`config.mk`:
```
export PLATFORM = sky130hd
export DESIGN_NAME = ddr_cmd_scheduler
export DESIGN_NICKNAME = d
export VERILOG_FILES = /design/src/rtl/ddr_pkg.sv /design/src/rtl/ddr_sync_fifo.sv /design/src/rtl/ddr_cmd_scheduler.sv
export SDC_FILE = /design/constraint.sdc
export NUM_CORES = 1
export LEC_CHECK = 0
export ABC_AREA = 1
export BUFFER_PORTS_ARGS = -buffer_cell sky130_fd_sc_hd__buf_2
export CAP_MARGIN = 5
export CORE_ASPECT_RATIO = 0.8
export CORE_MARGIN = 4
export CORE_UTILIZATION = 55
export DETAILED_ROUTE_END_ITERATION = 8
export PLACE_DENSITY = 0.76
export SLEW_MARGIN = 20
export SYNTH_ARGS = -nofsm -noshare
export SYNTH_HDL_FRONTEND = slang
export SYNTH_SLANG_ARGS = --single-unit
```
`constraint.sdc`:
```
create_clock -name clk_if -period 19.8 [get_ports clk_if]
set_input_delay 3.96 -clock clk_if [delete_from_list [all_inputs] [get_ports clk_if]]
set_output_delay 3.96 -clock clk_if [all_outputs]
set_load 0.03 [all_outputs]
```
`src/rtl/ddr_pkg.sv`:
```
// ddr_pkg: encodings shared across the DDR command scheduler slice.
//   CMD_WR / CMD_RD : app_cmd encodings toward the memory controller
//   state_t         : scheduler FSM states
//   ptr_width()     : pointer width for a FIFO of a given depth (min 1 bit)
package ddr_pkg;

  localparam logic [2:0] CMD_WR = 3'b000;
  localparam logic [2:0] CMD_RD = 3'b001;

  typedef enum logic [1:0] {
    INIT = 2'd0,
    IDLE = 2'd1,
    WR   = 2'd2,
    RD   = 2'd3
  } state_t;

  function automatic int ptr_width(input int depth);
    return (depth > 1) ? $clog2(depth) : 1;
  endfunction

endpackage

```
`src/rtl/ddr_sync_fifo.sv`:
```
// ddr_sync_fifo: single-clock first-word-fall-through FIFO with occupancy count.
//   clk_if, resetn : clock, synchronous active-low reset (clears pointers/count)
//   push_i, push_data_i : write request and data; accepted when not full, or
//                         when full and popping in the same cycle
//   pop_i, pop_data_o   : read request; pop_data_o is the current head
//   empty_o, count_o    : status
module ddr_sync_fifo
  import ddr_pkg::*;
#(
  parameter int WIDTH = 8,
  parameter int DEPTH = 4
) (
  input  logic                   clk_if,
  input  logic                   resetn,
  input  logic                   push_i,
  input  logic [WIDTH-1:0]       push_data_i,
  input  logic                   pop_i,
  output logic [WIDTH-1:0]       pop_data_o,
  output logic                   empty_o,
  output logic [$clog2(DEPTH):0] count_o
);

  localparam int PW = ptr_width(DEPTH);
  localparam int CW = $clog2(DEPTH) + 1;

  logic [WIDTH-1:0] mem_q [DEPTH];
  logic [PW-1:0]    wr_ptr_q, rd_ptr_q;
  logic [CW-1:0]    count_q, count_d;
  logic             full, do_push, do_pop;

  function automatic logic [PW-1:0] ptr_inc(input logic [PW-1:0] p);
    return (p == PW'(DEPTH - 1)) ? '0 : p + PW'(1);
  endfunction

  assign empty_o = (count_q == '0);
  assign full    = (count_q == CW'(DEPTH));
  assign do_pop  = pop_i & ~empty_o;
  // A full FIFO can still take a push when the head leaves in the same cycle.
  assign do_push = push_i & (~full | do_pop);

  always_comb begin
    count_d = count_q;
    case ({do_push, do_pop})
      2'b10:   count_d = count_q + CW'(1);
      2'b01:   count_d = count_q - CW'(1);
      default: count_d = count_q;
    endcase
  end

  always_ff @(posedge clk_if) begin
    if (!resetn) begin
      wr_ptr_q <= '0;
      rd_ptr_q <= '0;
      count_q  <= '0;
    end else begin
      if (do_push) wr_ptr_q <= ptr_inc(wr_ptr_q);
      if (do_pop)  rd_ptr_q <= ptr_inc(rd_ptr_q);
      count_q <= count_d;
    end
  end

  always_ff @(posedge clk_if) begin
    if (do_push) mem_q[wr_ptr_q] <= push_data_i;
  end

  assign pop_data_o = mem_q[rd_ptr_q];
  assign count_o    = count_q;

endmodule

```
`src/rtl/ddr_cmd_scheduler.sv`:
```
// ddr_cmd_scheduler: converts single-beat ram_cmd requests into memory
// controller app commands and returns read data in issue order.
//   clk_if, resetn        : clock, synchronous active-low reset
//   ram_cmd_*             : request beat (write wins if both enables high)
//   ram_rd_resp_*         : in-order read responses (valid/ready)
//   app_cmd*/app_addr     : controller command channel
//   app_wdf_*             : controller write data channel
//   app_rd_data*          : controller read data return
//   rd_outstanding        : reads issued and not yet returned by the controller
//   err_unexpected_rd     : sticky, read data arrived with no read in flight
//
// state | meaning
// INIT  | waiting for init_calib_complete
// IDLE  | ready to accept one request beat
// WR    | write command and/or write data handshake still pending
// RD    | read command handshake pending
module ddr_cmd_scheduler
  import ddr_pkg::*;
#(
  parameter int DATA_WIDTH      = 128,
  parameter int ADDR_WIDTH      = 32,
  parameter int APP_ADDR_WIDTH  = 29,
  parameter int ADDR_SHIFT      = 1,
  parameter int ID_WIDTH        = 4,
  parameter int MAX_OUTSTANDING = 4,
  parameter int RESP_DEPTH      = 8
) (
  input  logic                              clk_if,
  input  logic                              resetn,
  input  logic [ID_WIDTH-1:0]               ram_cmd_id,
  input  logic [ADDR_WIDTH-1:0]             ram_cmd_addr,
  input  logic [DATA_WIDTH-1:0]             ram_cmd_wr_data,
  input  logic [DATA_WIDTH/8-1:0]           ram_cmd_wr_strb,
  input  logic                              ram_cmd_wr_en,
  input  logic                              ram_cmd_rd_en,
  input  logic                              ram_cmd_last,
  output logic                              ram_cmd_ready,
  output logic [ID_WIDTH-1:0]               ram_rd_resp_id,
  output logic [DATA_WIDTH-1:0]             ram_rd_resp_data,
  output logic                              ram_rd_resp_last,
  output logic                              ram_rd_resp_valid,
  input  logic                              ram_rd_resp_ready,
  output logic [2:0]                        app_cmd,
  output logic                              app_cmd_en,
  output logic [APP_ADDR_WIDTH-1:0]         app_addr,
  input  logic                              app_cmd_ready,
  input  logic                              init_calib_complete,
  output logic [DATA_WIDTH-1:0]             app_wdf_data,
  output logic [DATA_WIDTH/8-1:0]           app_wdf_mask,
  output logic                              app_wdf_wren,
  output logic                              app_wdf_end,
  input  logic                              app_wdf_rdy,
  input  logic [DATA_WIDTH-1:0]             app_rd_data,
  input  logic                              app_rd_data_valid,
  output logic [$clog2(MAX_OUTSTANDING):0]  rd_outstanding,
  output logic                              err_unexpected_rd
);

  localparam int OW     = $clog2(MAX_OUTSTANDING) + 1;
  localparam int RW     = $clog2(RESP_DEPTH) + 1;
  localparam int TAG_W  = ID_WIDTH + 1;
  localparam int RESP_W = ID_WIDTH + 1 + DATA_WIDTH;

  state_t                    state_q;
  logic                      cmd_en_q, cmd_en_d;
  logic [2:0]                cmd_q;
  logic [APP_ADDR_WIDTH-1:0] addr_q, addr_d;
  logic                      wren_q, wren_d;
  logic [DATA_WIDTH-1:0]     wdf_data_q;
  logic [DATA_WIDTH/8-1:0]   wdf_mask_q;
  logic                      err_q;

  logic [OW-1:0]     tag_count;
  logic [RW-1:0]     resp_count;
  logic              tag_empty, resp_empty;
  logic [TAG_W-1:0]  tag_head;
  logic [RESP_W-1:0] resp_head;
  logic              rd_credit, accept, accept_wr, accept_rd, rd_match, resp_pop;

  // A read needs a tag slot and a guaranteed response-buffer slot, so the
  // response buffer can never overflow while the controller returns data.
  assign rd_credit = (int'(tag_count) < MAX_OUTSTANDING) &&
                     (int'(tag_count) + int'(resp_count) < RESP_DEPTH);

  // Ready depends on the request type: writes do not consume read credit.
  assign ram_cmd_ready = (state_q == IDLE) & (ram_cmd_wr_en | rd_credit);
  assign accept        = (ram_cmd_wr_en | ram_cmd_rd_en) & ram_cmd_ready;
  assign accept_wr     = accept & ram_cmd_wr_en;
  assign accept_rd     = accept & ~ram_cmd_wr_en;
  assign rd_match      = app_rd_data_valid & ~tag_empty;
  assign resp_pop      = ~resp_empty & ram_rd_resp_ready;

  assign cmd_en_d = cmd_en_q & ~app_cmd_ready;
  assign wren_d   = wren_q & ~app_wdf_rdy;
  assign addr_d   = APP_ADDR_WIDTH'(ram_cmd_addr >> ADDR_SHIFT);

  always_ff @(posedge clk_if) begin
    if (!resetn) begin
      state_q    <= INIT;
      cmd_en_q   <= 1'b0;
      cmd_q      <= CMD_WR;
      addr_q     <= '0;
      wren_q     <= 1'b0;
      wdf_data_q <= '0;
      wdf_mask_q <= '0;
    end else begin
      case (state_q)
        INIT: if (init_calib_complete) state_q <= IDLE;
        IDLE: begin
          if (accept) begin
            cmd_en_q <= 1'b1;
            addr_q   <= addr_d;
            cmd_q    <= accept_wr ? CMD_WR : CMD_RD;
            state_q  <= accept_wr ? WR : RD;
            if (accept_wr) begin
              wren_q     <= 1'b1;
              wdf_data_q <= ram_cmd_wr_data;
              wdf_mask_q <= ~ram_cmd_wr_strb;
            end
          end
        end
        // Command and data channels complete independently, in any order.
        WR: begin
          cmd_en_q <= cmd_en_d;
          wren_q   <= wren_d;
          if (!cmd_en_d && !wren_d) state_q <= IDLE;
        end
        RD: begin
          cmd_en_q <= cmd_en_d;
          if (!cmd_en_d) state_q <= IDLE;
        end
        default: state_q <= INIT;
      endcase
    end
  end

  always_ff @(posedge clk_if) begin
    if (!resetn)                             err_q <= 1'b0;
    else if (app_rd_data_valid && tag_empty) err_q <= 1'b1;
  end

  ddr_sync_fifo #(.WIDTH(TAG_W), .DEPTH(MAX_OUTSTANDING)) u_tag_fifo (
    .clk_if      (clk_if),
    .resetn      (resetn),
    .push_i      (accept_rd),
    .push_data_i ({ram_cmd_id, ram_cmd_last}),
    .pop_i       (rd_match),
    .pop_data_o  (tag_head),
    .empty_o     (tag_empty),
    .count_o     (tag_count)
  );

  ddr_sync_fifo #(.WIDTH(RESP_W), .DEPTH(RESP_DEPTH)) u_resp_fifo (
    .clk_if      (clk_if),
    .resetn      (resetn),
    .push_i      (rd_match),
    .push_data_i ({tag_head, app_rd_data}),
    .pop_i       (resp_pop),
    .pop_data_o  (resp_head),
    .empty_o     (resp_empty),
    .count_o     (resp_count)
  );

  assign app_cmd           = cmd_q;
  assign app_cmd_en        = cmd_en_q;
  assign app_addr          = addr_q;
  assign app_wdf_wren      = wren_q;
  assign app_wdf_end       = wren_q;
  assign app_wdf_data      = wdf_data_q;
  assign app_wdf_mask      = wdf_mask_q;
  assign ram_rd_resp_valid = ~resp_empty;
  assign ram_rd_resp_id    = resp_head[RESP_W-1 -: ID_WIDTH];
  assign ram_rd_resp_last  = resp_head[DATA_WIDTH];
  assign ram_rd_resp_data  = resp_head[DATA_WIDTH-1:0];
  assign rd_outstanding    = tag_count;
  assign err_unexpected_rd = err_q;

endmodule
```
Word-level counts from Yosys, hierarchy flattened
Memories as Yosys holds them, arrays and structs flattened. A register that Yosys moved wholly into a read port is not among the register bits.
Index checks and enable logic that the tools add are counted.

storage, ports and cells
  flip-flop bits (word level) = 198
  bits in writable memories = 1,084
  input port bits = 318
  output and inout port bits = 318
  word-level logic and storage cells = 113
  memories kept = 2

memories
  name               depth  bits a word  rd ports  clocked after Yosys merged registers in  wr ports  RTL line             RTL
  u_resp_fifo.mem_q  8      133          1         1                                        1         ddr_sync_fifo.sv:26  logic [WIDTH-1:0] mem_q [DEPTH];
  u_tag_fifo.mem_q   4      5            1         1                                        1         ddr_sync_fifo.sv:26

operators by class
  $add $sub $neg = 9
  magnitude comparators = 2
  equal/unequal tests = 18
  muxes and demuxes = 26
  bitwise logic cells = 24
  reductions and logical operators = 18

operators with widths
  cell                                                  number
  2-to-1 mux 2 bit                                      8
  NOT 16 bit                                            1
  AND 1 bit                                             12
  equality test 2 bit (second input constant)           6
  2-to-1 mux 3 bit                                      4
  inequality test 2 bit (second input constant)         5
  adder 3 x 1 -> 3 bit (second input constant)          3
  equality test 3 bit (second input constant)           3
  2-to-1 mux 1 bit                                      9
  one-hot mux 2 bit (4 select lines)                    1
  one-hot mux 4 bit (2 select lines)                    1
  nonzero test 2 bit                                    4
  NOT 1 bit                                             7
  equality test 2 x 1 -> 1 bit (second input constant)  3
  one-hot mux 3 bit (2 select lines)                    1
  AND reduction 3 bit                                   2
  adder 3 x 4 -> 5 bit                                  1
  < comparator 5 x 4 -> 1 bit (second input constant)   1
  adder 2 x 1 -> 2 bit (second input constant)          2
  adder 4 x 1 -> 4 bit (second input constant)          1
  equality test 4 bit (second input constant)           1
  logical NOT 4 bit                                     1
  bitwise OR 1 bit                                      4
  one-hot mux 1 bit (2 select lines)                    2
  other kinds (10)                                      14

Longest topological paths before layout
  word-level depth = 10
  gate-level depth with buffers = 15
  gate-level depth less buffers = 15

Cells and area by module
Synthesis repeated with hierarchy kept, for this count alone.

unflattened totals
  cells, all modules = 4,005
  area total of the unflattened synthesis = 49,442.4 sq um

by module, submodules not included
  module                       instances  cells each  area each (sq um)  sequential area each (sq um)
  ddr_sync_fifo (u_resp_fifo)  1          3,096       41,855.1           32,210.9
  ddr_cmd_scheduler            1          796         6,354.8            3,583.4
  ddr_sync_fifo (u_tag_fifo)   1          113         1,232.4            780.7

Worst setup path before layout
Ideal clock, no wire load.

  path type = input -> register
  start = input port app_rd_data_valid
  end = memory u_resp_fifo.mem_q[1][0] (netlist name), enable pin
  library setup time = 0.626 ns
  arrival = 10.058 ns
  data required time = 19.174 ns
  setup slack = 9.115 ns
  cell stages on the path = 6
  buffers on the path = 0
  path through = nand2_1 -> a31oi_1 -> inv_1 -> nor2_1 -> inv_1 -> nor2_1

between the ends
  longest elaborated chain between the ends = 4

ends and longest elaborated chain
  what                                    RTL line                 RTL
  from (decl)                             ddr_cmd_scheduler.sv:54  input logic app_rd_data_valid,
  AND 1 bit                               ddr_cmd_scheduler.sv:90  assign rd_match = app_rd_data_valid & ~tag_empty;
  AND 1 bit                               ddr_sync_fifo.sv:39      assign do_push = push_i & (~full | do_pop);
  2-to-1 mux 1 bit                        ddr_sync_fifo.sv:63      if (do_push) mem_q[wr_ptr_q] <= push_data_i;
  2-to-1 mux 1 bit (implied by the code)  ddr_sync_fifo.sv:63
  to (decl)                               ddr_sync_fifo.sv:26

Every way passes these cells.

==> metrics.cfg <==
[route]
ant_nets = 0
first_iter_violations = 2991
wl_per_cell_um = 21.9
vias_per_cell = 5.68
drc = 0
vias = 33100
wl_um = 127000
firstDrtPassIters = 5

[timing]
worst_slew_pin_slew_ps = 1150
timing.final.crit_share = 0.447
period_needed_ps = 8850
setup_violations = 0
clock.fmax_mhz = 113
final.setup.worst_slack_ps = 10950
fin_setup_tns_ps = 0
finalMaxSlewViolations = 0
slew_headroom = 0.235
rsz0062_at_grt = no
clock_skew_ps = 45.3
finalHoldViolCount = 0

[synth]
synthXorXnorAreaFrac = 0.000178
ys_seq_elements = 1285
async_reset_ff_frac = 0
yosysWarnings = 0
synthFlopType = edfxtp_1
synth-simple-area-share = 0.106
synth_top_area_share = 0.661
seq_area_frac_synth = 0.743
muxShareOfSynthArea = 0
synthTopCellsByArea = edfxtp_1 66%, dfxtp_1 8.2%, nor2_1 7.9%
yosysUniqueCellTypes = 36
synth.avg_cell_area_sq_um = 12.3
synthAdderAreaFrac = 0.00412
synth_top_family_by_area = compound AO/OA/AOI/OAI gates
synth_area_leader_cell = edfxtp_1
synth_compound_area_frac = 0.112
synth_area_sq_mm = 0.0492
syn_inst = 4000
synth_edf_count = 1084

[setup_path]
rrSetupSlack_ps = 15270
crit_path_start_kind = flip-flop
slowest_stage = buf_4
cp.arrival_ps = 4890
r2r_start = u_tag_fifo.count_o[1]
crit_chain = inv_16, buf_4, buf_4, o21ai_0, o22ai_1, nor2_1, a31oi_1, buf_2
r2r_cells = 10
cp_max_fo = 220
cp.required_ps = 15840
critical_path_class = flip-flop to primary output
slowest_delay_ps = 900
end_kind = primary output
r2r-end = u_resp_fifo.mem_q[5][2]
cpMostUsedCell = buf_4

[global_route]
grt_pass1_vias = 31100
grt_usage = 0.262
grt_max_degree = 221
grt_pass1_wl_um = 188000
gr-total-overflow = 0
antenna_found_initial = 46

[job]
timing.max_cap.violations = 0

[final_layout]
multi_input_area_sq_mm = 0.0110
synthToLayoutAreaGrowth_pct = 14.9
fin_util = 0.642
fin_nets = 4843
seqCellArea_sq_mm = 0.0366
layout-drive-gt1-share = 0.187
fill_cells = 6566

[floorplanning]
core-area_sq_mm = 0.0881
start_util = 0.559
design.portCount = 636
die_w_um = 343
num_rows = 97
die_area_sq_mm = 0.0944
die_y_um = 276

[hold_path]
whs_path_depth = 2
hold_end = err_unexpected_rd
hold_path_startpoint = err_unexpected_rd
hold_class = flip-flop to flip-flop

[power_and_ir_drop]
ir_worst_vdd_uv = 85.0
cellPowerDensity_mw_per_mm2 = 140
power.leakage_nw = 20.1

[place]
place_ws_ps = 11060
dp_hpwl_um = 73700
gp_congestion = 0.946
io_buffers = 630

[clock_tree]
htree_levels = 3
cts_root_buffer = clkbuf_16
cts_setup_buffers = 0
cts.hold.buffers_added = 0
post_cts_resized = 0
cts_tree = yes
clk_path_buf_depth = 3
clock_latency_ps = 710
cts_made_buffers = 117
cts.sinks = 1285
clkTransAtPathRegs_ps = 60

[status]
outcome = finished clean

-- layer usage --
layer  global-route usage  wire [um]
met1                0.339      50000
met2                0.424      60500
met3               0.0616      10300
met4                0.122       6400
met5                    0        233
-- layout make-up --
class,count,area share
clock buffer,148,0.0549
inverter,43,0.00345
sequential,1285,0.647
clock inverter,72,0.0112
timing repair buffer,669,0.0617
tap,1188,0.0263
antenna,25,0.00111
multi-input combinational,2394,0.195
-- synthesized netlist by cell type (35+ instances only) --
master and instances:
nor2_1 1032, a31oi_1 135, edfxtp_1 1084, a21oi_1 157, nand2_1 200, clkbuf_1 142, buf_6 44, nand3_1 100
dfxtp_1 201, o22ai_1 138, o21ai_0 464, inv_1 35, o21ai_1 134, buf_2 45
-- worst max-delay path: cells and delay by family (launching register included) --
kind,cells,cell delay (ps)
flops,1,550
compound gates,3,670
simple gates,1,60
buf+inv,4,2500
-- kinds of logic after synthesis --
group	count (synthesis)
and+or+nand+nor	1344
buffers and inverters	322
AOI/OAI and AO/OA	1032
DFF	1285
other	1
xor gates and xnor gates	1
adders and majority gates	15
-- through the flow --
| stage | cell area, sq um | instances | hold WS [ps] | power, mW |
|---|---|---|---|---|
| floorplan | 49200 | 4001 | 462 | 5.09 |
| global placement | 52800 | 5579 | 437 | 5.72 |
| detailed placement | 52800 | 5579 | 450 | 5.76 |
| CTS | 56500 | 5799 | 458 | 7.93 |
| global route | 56500 | 5814 | 477 | 8.27 |
| finish | 56600 | 5824 | 458 | 7.89 |
-- report_power, final --
part           leakage, nW  total, mW  switching [mW]  internal, mW
sequential            11.4       3.32           0.103          3.22
combinational         6.85       2.39            1.78         0.602
clock                 1.83       2.18           0.974          1.21
total                 20.1       7.89            2.86          5.03
-- how the worst max path moves through the flow --
stage / startpoint / endpoint / slack [ps] / cells after the start
finish: flip-flop / ram_rd_resp_data[12] / 10950 / 8
floorplan: app_rd_data_valid / u_resp_fifo.mem_q[1][0] / 9120 / 6
CTS: flip-flop / ram_rd_resp_data[42] / 11010 / 8
global route: flip-flop / ram_rd_resp_data[3] / 10600 / 8
detailed placement: ram_cmd_wr_en / ram_cmd_ready / 11060 / 4
global placement: ram_cmd_wr_en / ram_cmd_ready / 11060 / 4
-- registers in the layout, summed over array words and instances (netlist names), named ones only --
register / count
app_wdf_data: 128
u_resp_fifo.rd_ptr_q: 3
app_wdf_mask: 16
state_q: 2
u_resp_fifo.mem_q: 1064
u_resp_fifo.count_o: 4
u_resp_fifo.wr_ptr_q: 3
u_tag_fifo.count_o: 3
app_addr: 29
u_tag_fifo.rd_ptr_q: 2
app_cmd_en: 1
u_tag_fifo.mem_q: 20
app_wdf_end: 1
u_tag_fifo.wr_ptr_q: 2
err_unexpected_rd: 1
app_cmd: 1
-- layout by cell type (no fill, tap or decap), drive strengths merged, types with 44 or more instances in the layout --
cell type,count
buf,669
edfxtp,1084
o22ai,138
a21oi,157
clkinv,60
dfxtp,201
nand2,202
o21ai,598
inv,44
a31oi,135
nand3,100
clkbuf,148
nor2,1033
Power figures use the tool's default switching activity.
